### config.mk
export PLATFORM = sky130hd
export DESIGN_NAME = vx_commit_counters
export DESIGN_NICKNAME = d
export VERILOG_FILES = /design/src/rtl/vx_commit_counters.sv
export SDC_FILE = /design/constraint.sdc
export NUM_CORES = 1
export LEC_CHECK = 0
export ABC_AREA = 0
export CORE_MARGIN = 1
export CORE_UTILIZATION = 50
export DETAILED_ROUTE_END_ITERATION = 6
export GPL_ROUTABILITY_DRIVEN = 0
export HOLD_SLACK_MARGIN = 0.12
export MAX_ROUTING_LAYER = met4
export PLACE_DENSITY = 0.79
export SETUP_SLACK_MARGIN = 0.05
export SLEW_MARGIN = 20
export SYNTH_ARGS = -nofsm -noshare
export SYNTH_HDL_FRONTEND = slang
export SYNTH_SLANG_ARGS = --single-unit
export TNS_END_PERCENT = 5
### constraint.sdc
create_clock -name i_clk -period 4.4 [get_ports i_clk]
set_input_delay 0.44 -clock i_clk [delete_from_list [all_inputs] [get_ports i_clk]]
set_output_delay 0.44 -clock i_clk [all_outputs]
set_load 0.05 [all_outputs]
### src/rtl/vx_commit_counters.sv
// Purpose : mcycle/minstret counters fed by the commit report, served over a CSR req/rsp port.
// Latency : a CSR request accepted at edge N presents its response after edge N (1 cycle).
// Backpr. : one response in flight; requests are refused while a response waits on rsp_ready.
//
// Ports:
//   i_clk, i_reset           clock, synchronous active-low reset
//   i_cmt_valid/i_cmt_size   threads retired this cycle (0..3*NUM_THREADS)
//   i_csr_req_*/o_csr_req_*  CSR request (addr, write, data) valid/ready
//   o_csr_rsp_*/i_csr_rsp_*  CSR response (data, err) valid/ready
//   o_cycle, o_instret       raw 64-bit counter values for perf/debug taps
module vx_commit_counters #(
    parameter  int NUM_THREADS = 4,
    localparam int CMTW        = $clog2(3*NUM_THREADS+1)
) (
    input  logic            i_clk,
    input  logic            i_reset,
    input  logic            i_cmt_valid,
    input  logic [CMTW-1:0] i_cmt_size,
    input  logic            i_csr_req_valid,
    output logic            o_csr_req_ready,
    input  logic [11:0]     i_csr_req_addr,
    input  logic            i_csr_req_write,
    input  logic [31:0]     i_csr_req_data,
    output logic            o_csr_rsp_valid,
    input  logic            i_csr_rsp_ready,
    output logic [31:0]     o_csr_rsp_data,
    output logic            o_csr_rsp_err,
    output logic [63:0]     o_cycle,
    output logic [63:0]     o_instret
);

    localparam logic [CMTW-1:0] CMT_MAX = CMTW'(3*NUM_THREADS);

    logic [63:0] r_cycle;
    logic [63:0] r_instret;
    logic        r_rsp_valid;
    logic [31:0] r_rsp_data;
    logic        r_rsp_err;

    logic        w_req_fire;
    logic        w_legal;
    logic        w_writable;
    logic        w_sel_instret;
    logic        w_sel_hi;
    logic        w_wr_ok;
    logic [63:0] w_sel_val;
    logic [31:0] w_rd_half;
    logic [63:0] w_cycle_inc;
    logic [63:0] w_instret_inc;
    logic [63:0] w_cycle_nxt;
    logic [63:0] w_instret_nxt;

    assign o_csr_req_ready = i_reset && (!r_rsp_valid || i_csr_rsp_ready);
    assign w_req_fire      = i_csr_req_valid && o_csr_req_ready;

    // Address decode: 0xB.. are the machine-mode read/write CSRs,
    // 0xC.. are the read-only user aliases of the same halves.
    always_comb begin
        w_legal       = 1'b0;
        w_writable    = 1'b0;
        w_sel_instret = 1'b0;
        w_sel_hi      = 1'b0;
        case (i_csr_req_addr)
            12'hB00: begin w_legal = 1'b1; w_writable = 1'b1; end
            12'hB80: begin w_legal = 1'b1; w_writable = 1'b1; w_sel_hi = 1'b1; end
            12'hB02: begin w_legal = 1'b1; w_writable = 1'b1; w_sel_instret = 1'b1; end
            12'hB82: begin w_legal = 1'b1; w_writable = 1'b1; w_sel_instret = 1'b1; w_sel_hi = 1'b1; end
            12'hC00: begin w_legal = 1'b1; end
            12'hC80: begin w_legal = 1'b1; w_sel_hi = 1'b1; end
            12'hC02: begin w_legal = 1'b1; w_sel_instret = 1'b1; end
            12'hC82: begin w_legal = 1'b1; w_sel_instret = 1'b1; w_sel_hi = 1'b1; end
            default: begin w_legal = 1'b0; end
        endcase
    end

    assign w_wr_ok   = w_req_fire && i_csr_req_write && w_legal && w_writable;
    assign w_sel_val = w_sel_instret ? r_instret : r_cycle;
    assign w_rd_half = w_sel_hi ? w_sel_val[63:32] : w_sel_val[31:0];

    assign w_cycle_inc   = r_cycle + 64'd1;
    assign w_instret_inc = r_instret + (i_cmt_valid ? 64'(i_cmt_size) : 64'd0);

    // A CSR write owns its half for that edge. Writing the high half keeps the
    // low half counting but drops its carry; writing the low half freezes the
    // high half (and, for minstret, discards that cycle's commit).
    always_comb begin
        w_cycle_nxt   = w_cycle_inc;
        w_instret_nxt = w_instret_inc;
        if (w_wr_ok && !w_sel_instret) begin
            if (w_sel_hi) w_cycle_nxt = {i_csr_req_data, w_cycle_inc[31:0]};
            else          w_cycle_nxt = {r_cycle[63:32], i_csr_req_data};
        end
        if (w_wr_ok && w_sel_instret) begin
            if (w_sel_hi) w_instret_nxt = {i_csr_req_data, w_instret_inc[31:0]};
            else          w_instret_nxt = {r_instret[63:32], i_csr_req_data};
        end
    end

    always_ff @(posedge i_clk) begin
        if (!i_reset) begin
            r_cycle     <= 64'd0;
            r_instret   <= 64'd0;
            r_rsp_valid <= 1'b0;
            r_rsp_data  <= 32'd0;
            r_rsp_err   <= 1'b0;
        end else begin
            r_cycle   <= w_cycle_nxt;
            r_instret <= w_instret_nxt;
            if (w_req_fire) begin
                r_rsp_valid <= 1'b1;
                // Illegal addresses return zero; legal ones (including
                // rejected alias writes) return the pre-edge value.
                r_rsp_data  <= w_legal ? w_rd_half : 32'd0;
                r_rsp_err   <= !w_legal || (i_csr_req_write && !w_writable);
            end else if (i_csr_rsp_ready) begin
                r_rsp_valid <= 1'b0;
            end
        end
    end

    assign o_csr_rsp_valid = r_rsp_valid;
    assign o_csr_rsp_data  = r_rsp_data;
    assign o_csr_rsp_err   = r_rsp_err;
    assign o_cycle         = r_cycle;
    assign o_instret       = r_instret;

    // Commit stage never retires more than 3 per thread in a cycle.
    a_cmt_size_legal: assert property (@(posedge i_clk) disable iff (!i_reset)
        i_cmt_valid |-> (i_cmt_size <= CMT_MAX));

endmodule

---- Yosys cells after proc, flatten, opt, wreduce, memory -nomap -nowiden ----
Cells that the tools add are included.
cells by class
  add/sub/neg operators ................... 2
  equality and inequality tests ........... 10
  muxes and demuxes ....................... 14
  reductions and logical operators ........ 19
operator list
  operator                                                         number
  64-bit two-way mux                                               5
  12-bit == test, second input constant                            8
  64-bit by 1-bit adder with 64-bit output, second input constant  1
  64-bit by 4-bit adder with 64-bit output                         1
  32-bit two-way mux                                               2
  4-bit OR reduction                                               3
  1-bit logical AND                                                8
  8-bit OR reduction                                               1
  1-bit two-way mux                                                6
  1-bit logical NOT                                                4
  4-bit two-way mux                                                1
  2-bit inequality test, second input constant                     2
  1-bit logical OR                                                 2
  2-bit nonzero test                                               1
storage, ports and cells
  flip-flop bits (word level) ............. 162
  bits of input ports ..................... 54
  output and inout port bits .............. 163
  logic and storage cells ................. 52

---- Logic depth before layout (Yosys ltp) ----
  word-level depth ........................ 9
  depth in mapped cells ................... 10
  mapped depth without buffers ............ 9

---- Least setup slack after synthesis ----
OpenSTA, ideal clock, no wires.
  path kind ............................... reg-to-reg
  start ................................... register r_instret[0] (netlist: o_instret[0])
  end ..................................... register r_instret[52] (netlist: o_instret[52])
  library setup time ...................... 74 ps
  arrival ................................. 2653 ps
  data required time ...................... 4326 ps
  path slack .............................. 1673 ps
  cell stages (with the launch flop) ...... 10
  buffers on the path ..................... 1
  period minus slack after synthesis ...... 2727 ps
  cells stage by stage .................... dfxtp_1 -> ha_1 -> fa_1 -> nand3_1 -> a211oi_1 -> and4_1 -> clkbuf_1 -> nand3_1 -> or3b_2 -> a31oi_1
between the ends
  word-level cells in the longest chain between the ends .. 2
RTL lines
  element                                   RTL line  RTL
  start: declaration                        35        logic [63:0] r_instret;
  start signal: assignment                  108       r_instret <= w_instret_nxt;
  64-bit by 4-bit adder with 64-bit output  81        assign w_instret_inc = r_instret + (i_cmt_valid ? 64'(i_cmt_size) : 64'd0);
  64-bit two-way mux                        93        if (w_wr_ok && w_sel_instret) begin
Every way passes these cells.
A chain may end at the register's enable or synchronous reset.

---- Final worst setup path ----
  start ................................... register r_cycle[0] (netlist: o_cycle[0])
  end ..................................... register r_cycle[50] (netlist: o_cycle[50])
between the ends
  word-level cells in the longest chain between the ends .. 2
RTL lines
  element                                   RTL line  RTL
  start: declaration                        34        logic [63:0] r_cycle;
  start signal: assignment                  107       r_cycle <= w_cycle_nxt;
  64-bit by 1-bit adder with 64-bit output  80        assign w_cycle_inc = r_cycle + 64'd1;
  64-bit two-way mux                        89        if (w_wr_ok && !w_sel_instret) begin
Every way passes these cells.

==> summary.md <==
## Yosys
- number of enable flip-flop cells after synthesis: 0
- Synth Area in Compound Gates: 23.9%
- sequential element share of the synthesized area: 33.7%
- total standard cell area after synthesis: 0.00961 sq mm
- mean instance size in the synthesized netlist: 8.00 sq um
- Post-Syn Nets: 1262
- count of warnings emitted by yosys: 0
- asr flop ratio synth: 0%
- portion of netlist area occupied by mux cells: 4.78%
- dominant combinational cell family by area after synthesis: simple AND/OR/NAND/NOR gates
- basic-gate share of the synthesized area counting and, or, nand and nor cells: 25.9%
- Post-Syn Instances: 1202
- Synth Area in XOR/XNOR: 6.65%
- unique cell type count in the Yosys netlist: 74
- register bit count reported by yosys: 162
- Post-Synth Adder-Cell Area: 0.859%
- Primary FF master, synth: sky130_fd_sc_hd__dfxtp_1

## Min path
- worst hold path endpoint: o_csr_rsp_data[27]
- startpoint of the most critical hold path: o_csr_rsp_data[27]
- path type of the worst min-delay path: reg -> reg
- Min-Delay Path Depth: 2

## Global routing
- via count of the first global-routing pass: 10500
- GRT Total Usage: 41.5%
- maximum number of pins on one net before global-route repair: 65
- initial antenna violation count: 1
- global-route track usage on met2: 60.6%
- met3 track utilization from global routing: 11.7%
- grt total ovfl: 0
- wire length of the first global-routing pass: 60.9 mm
- highest-utilization routing layer at the global route stage: met2
- grt met1 use: 52.9%

## Timing
- accumulated negative setup slack: 0 ns
- relative slew slack: 29.1%
- Min Clock Period, post-route: 3.29 ns
- unrepaired setup endpoints after global routing: false
- Fin Hold WS: 0.489 ns
- final hold vios: 0
- achievable frequency: 304 MHz
- Setup-failing EPs final: 0
- number of slew-limit violations in the final report: 0
- final critical-path share of the clock period: 74.7%
- Fin Clk Skew: 0.00932 ns
- Worst Max-Slew Pin Slew: 1.06 ns

## Routing
- via count: 11400
- violation count after the first detailed-routing iteration: 1900
- WL final: 40.5 mm
- wire length per cell: 24.8 um
- number of routed nets with antenna violations: 0
- Via-to-Cell Ratio: 6.96
- remaining routing DRC violations: 0
- detailed-routing iteration count for the pre-antenna-repair pass: 7

## Floorplan
- overall die height: 141 um
- floorplan core area: 0.0188 sq mm
- number of placement rows: 50
- width of the chip: 141 um
- effective utilization at floorplan: 51.2%
- count of boundary I/O pins: 217
- die area: 0.0198 sq mm

## Final layout
- fill cell total of the finished layout: 1520
- count of non-filler cells in the finished layout: 1634
- most common library cell in the layout ignoring fill and taps: sky130_fd_sc_hd__clkdlybuf4s50_1
- area added between synthesis and finish: 31.2%
- area of the multi-input gates: 0.00599 sq mm
- fraction of layout cells with a size suffix above 1: 6.22%
- register area: 0.00324 sq mm
- leading cell types in the layout, fill and taps excluded: sky130_fd_sc_hd__clkdlybuf4s50_1, sky130_fd_sc_hd__dfxtp_1, sky130_fd_sc_hd__nand2_1, sky130_fd_sc_hd__nor2_1, sky130_fd_sc_hd__a21oi_1
- fraction of the core area covered by cells at the end of the flow: 67.2%
- fin nets: 1446

## Critical path
- endpoint of the lowest-slack register-to-register path: o_cycle[50]
- depth of the most critical reg-to-reg path: 7
- data arrival time of the critical path: 3.62 ns
- CP max-delay cell: sky130_fd_sc_hd__nor4_2
- slowest cell delay on critical path: 0.91 ns
- largest driver fanout on the critical path: 7
- Worst R2R Setup Slack: 1.11 ns
- CP startpoint kind: register
- worst-path cell chain: ha_1, nand2_1, nor4_2, nand4_1, nor3_1, o21ai_0, a21bo_2
- nature of the critical path endpoint: register
- Setup crit start: o_cycle[0]
- worst endpoint required time: 4.73 ns
- reg-to-reg critical path startpoint: o_cycle[0]
- Crit Path Category: reg -> reg

## Clock network
- clock tree from TritonCTS: done
- worst-case clock buffer depth: 2
- Clock Sink Count: 162
- post-CTS setup buffer count: 0
- number of gates resized after CTS: 0
- CTS Buf Count: 17
- post-cts hold buffer count: 0
- Reg clk slew, reported paths: 0.07 ns
- deepest level of the CTS H-tree: 4
- Clock Latency Late Sink: 0.44 ns
- root buffer selected by CTS: sky130_fd_sc_hd__clkbuf_16

## Place
- Port Buffers: 216
- post-detail-place hpwl: 28.6 mm
- number of cells in the design after placement: 1601

## Pwr
- cell leakage power: 0.00388 uW
- power consumption: 3370 uW
- Pwr per Cell Area: 267 mW/mm^2
- maximum VDD drop: 283 uV

## Status
- outcome: complete, no violations

## Run
- Max Cap Viol: 0

## metal layers
metal / vias to the layer above / part of all wire [%]
li1: 4933 / -
met1: 5366 / 38
met2: 906 / 43
met3: 162 / 15
met4: 0 / 4.5
met5: - / 0
## cell usage after synthesis (16+ instances only)
library cell               number  area share, %
sky130_fd_sc_hd__dfxtp_1      162             34
sky130_fd_sc_hd__xor2_1        38            3.5
sky130_fd_sc_hd__nand3_1       54            2.8
sky130_fd_sc_hd__a21oi_1       68            3.5
sky130_fd_sc_hd__and3_1        18            1.2
sky130_fd_sc_hd__a31oi_1       16            1.0
sky130_fd_sc_hd__nor3_1        36            1.9
sky130_fd_sc_hd__o21ai_0       56            2.9
sky130_fd_sc_hd__a211oi_1      36            2.8
sky130_fd_sc_hd__nand4_1       47            3.1
sky130_fd_sc_hd__xnor2_1       35            3.2
sky130_fd_sc_hd__inv_1         19           0.74
sky130_fd_sc_hd__o221ai_1      33            3.0
sky130_fd_sc_hd__nor2_1        88            3.4
sky130_fd_sc_hd__mux2i_1       41            4.3
sky130_fd_sc_hd__clkbuf_1      61            2.4
sky130_fd_sc_hd__and2_1        18            1.2
sky130_fd_sc_hd__nand2_1      125            4.9
sky130_fd_sc_hd__nor4_1        35            2.3
sky130_fd_sc_hd__and4_1        16            1.5
sky130_fd_sc_hd__o211ai_1      39            3.0
## per-stage QoR
step,cell area [sq um],setup slack (ns)
2_1_floorplan,9610,1.67
3_3_place_gp,12000,0.981
3_5_place_dp,12000,0.880
4_1_cts,12600,1.29
5_1_grt,12600,1.07
6_report,12600,1.11
## how the worst max path moves through the flow
stage	endpoint	slack [ns]	cells past startpoint
2_1_floorplan	o_instret[52]	1.67	9
3_3_place_gp	o_instret[62]	0.98	11
3_5_place_dp	o_instret[62]	0.88	11
4_1_cts	o_cycle[50]	1.29	7
5_1_grt	o_instret[52]	1.07	10
6_report	o_cycle[50]	1.11	7
## critical path, delay by kind of cell, from the launching register on
kind / cells / cell delay, ns
adder cells (fa/ha/maj): 1 / 0.29
AND/OR/NAND/NOR: 4 / 1.98
AO/OA/AOI/OAI: 2 / 0.40
flip-flops: 1 / 0.51
## sequential cells by signal, indices dropped and copies added (netlist names)
name,flops
o_csr_rsp_data,32
o_csr_rsp_err,1
o_csr_rsp_valid,1
o_cycle,64
o_instret,64
## report_power, final
part | total, uW | switching (uW) | internal (uW) | leakage (uW)
combinational | 283 | 181 | 102 | 0.00228
clock | 1590 | 640 | 951 | 0.000297
sequential | 1500 | 21.3 | 1480 | 0.00131
## layout make-up
type	instances	area share (%)
antenna	1	0.0199
clock buffer	19	3.43
clock inverter	13	1.47
inverter	20	0.596
multi-input combinational	943	47.6
sequential	162	25.7
tap	234	2.32
timing repair buffer	242	18.9
## cell families after synthesis
| group | after synthesis |
|---|---|
| compound gates | 338 |
| xor+xnor | 73 |
| fa+ha+maj | 6 |
| buf+inv | 97 |
| flops | 162 |
| mux | 45 |
| simple gates | 481 |
No activity file was read; power rests on OpenSTA's default activity.
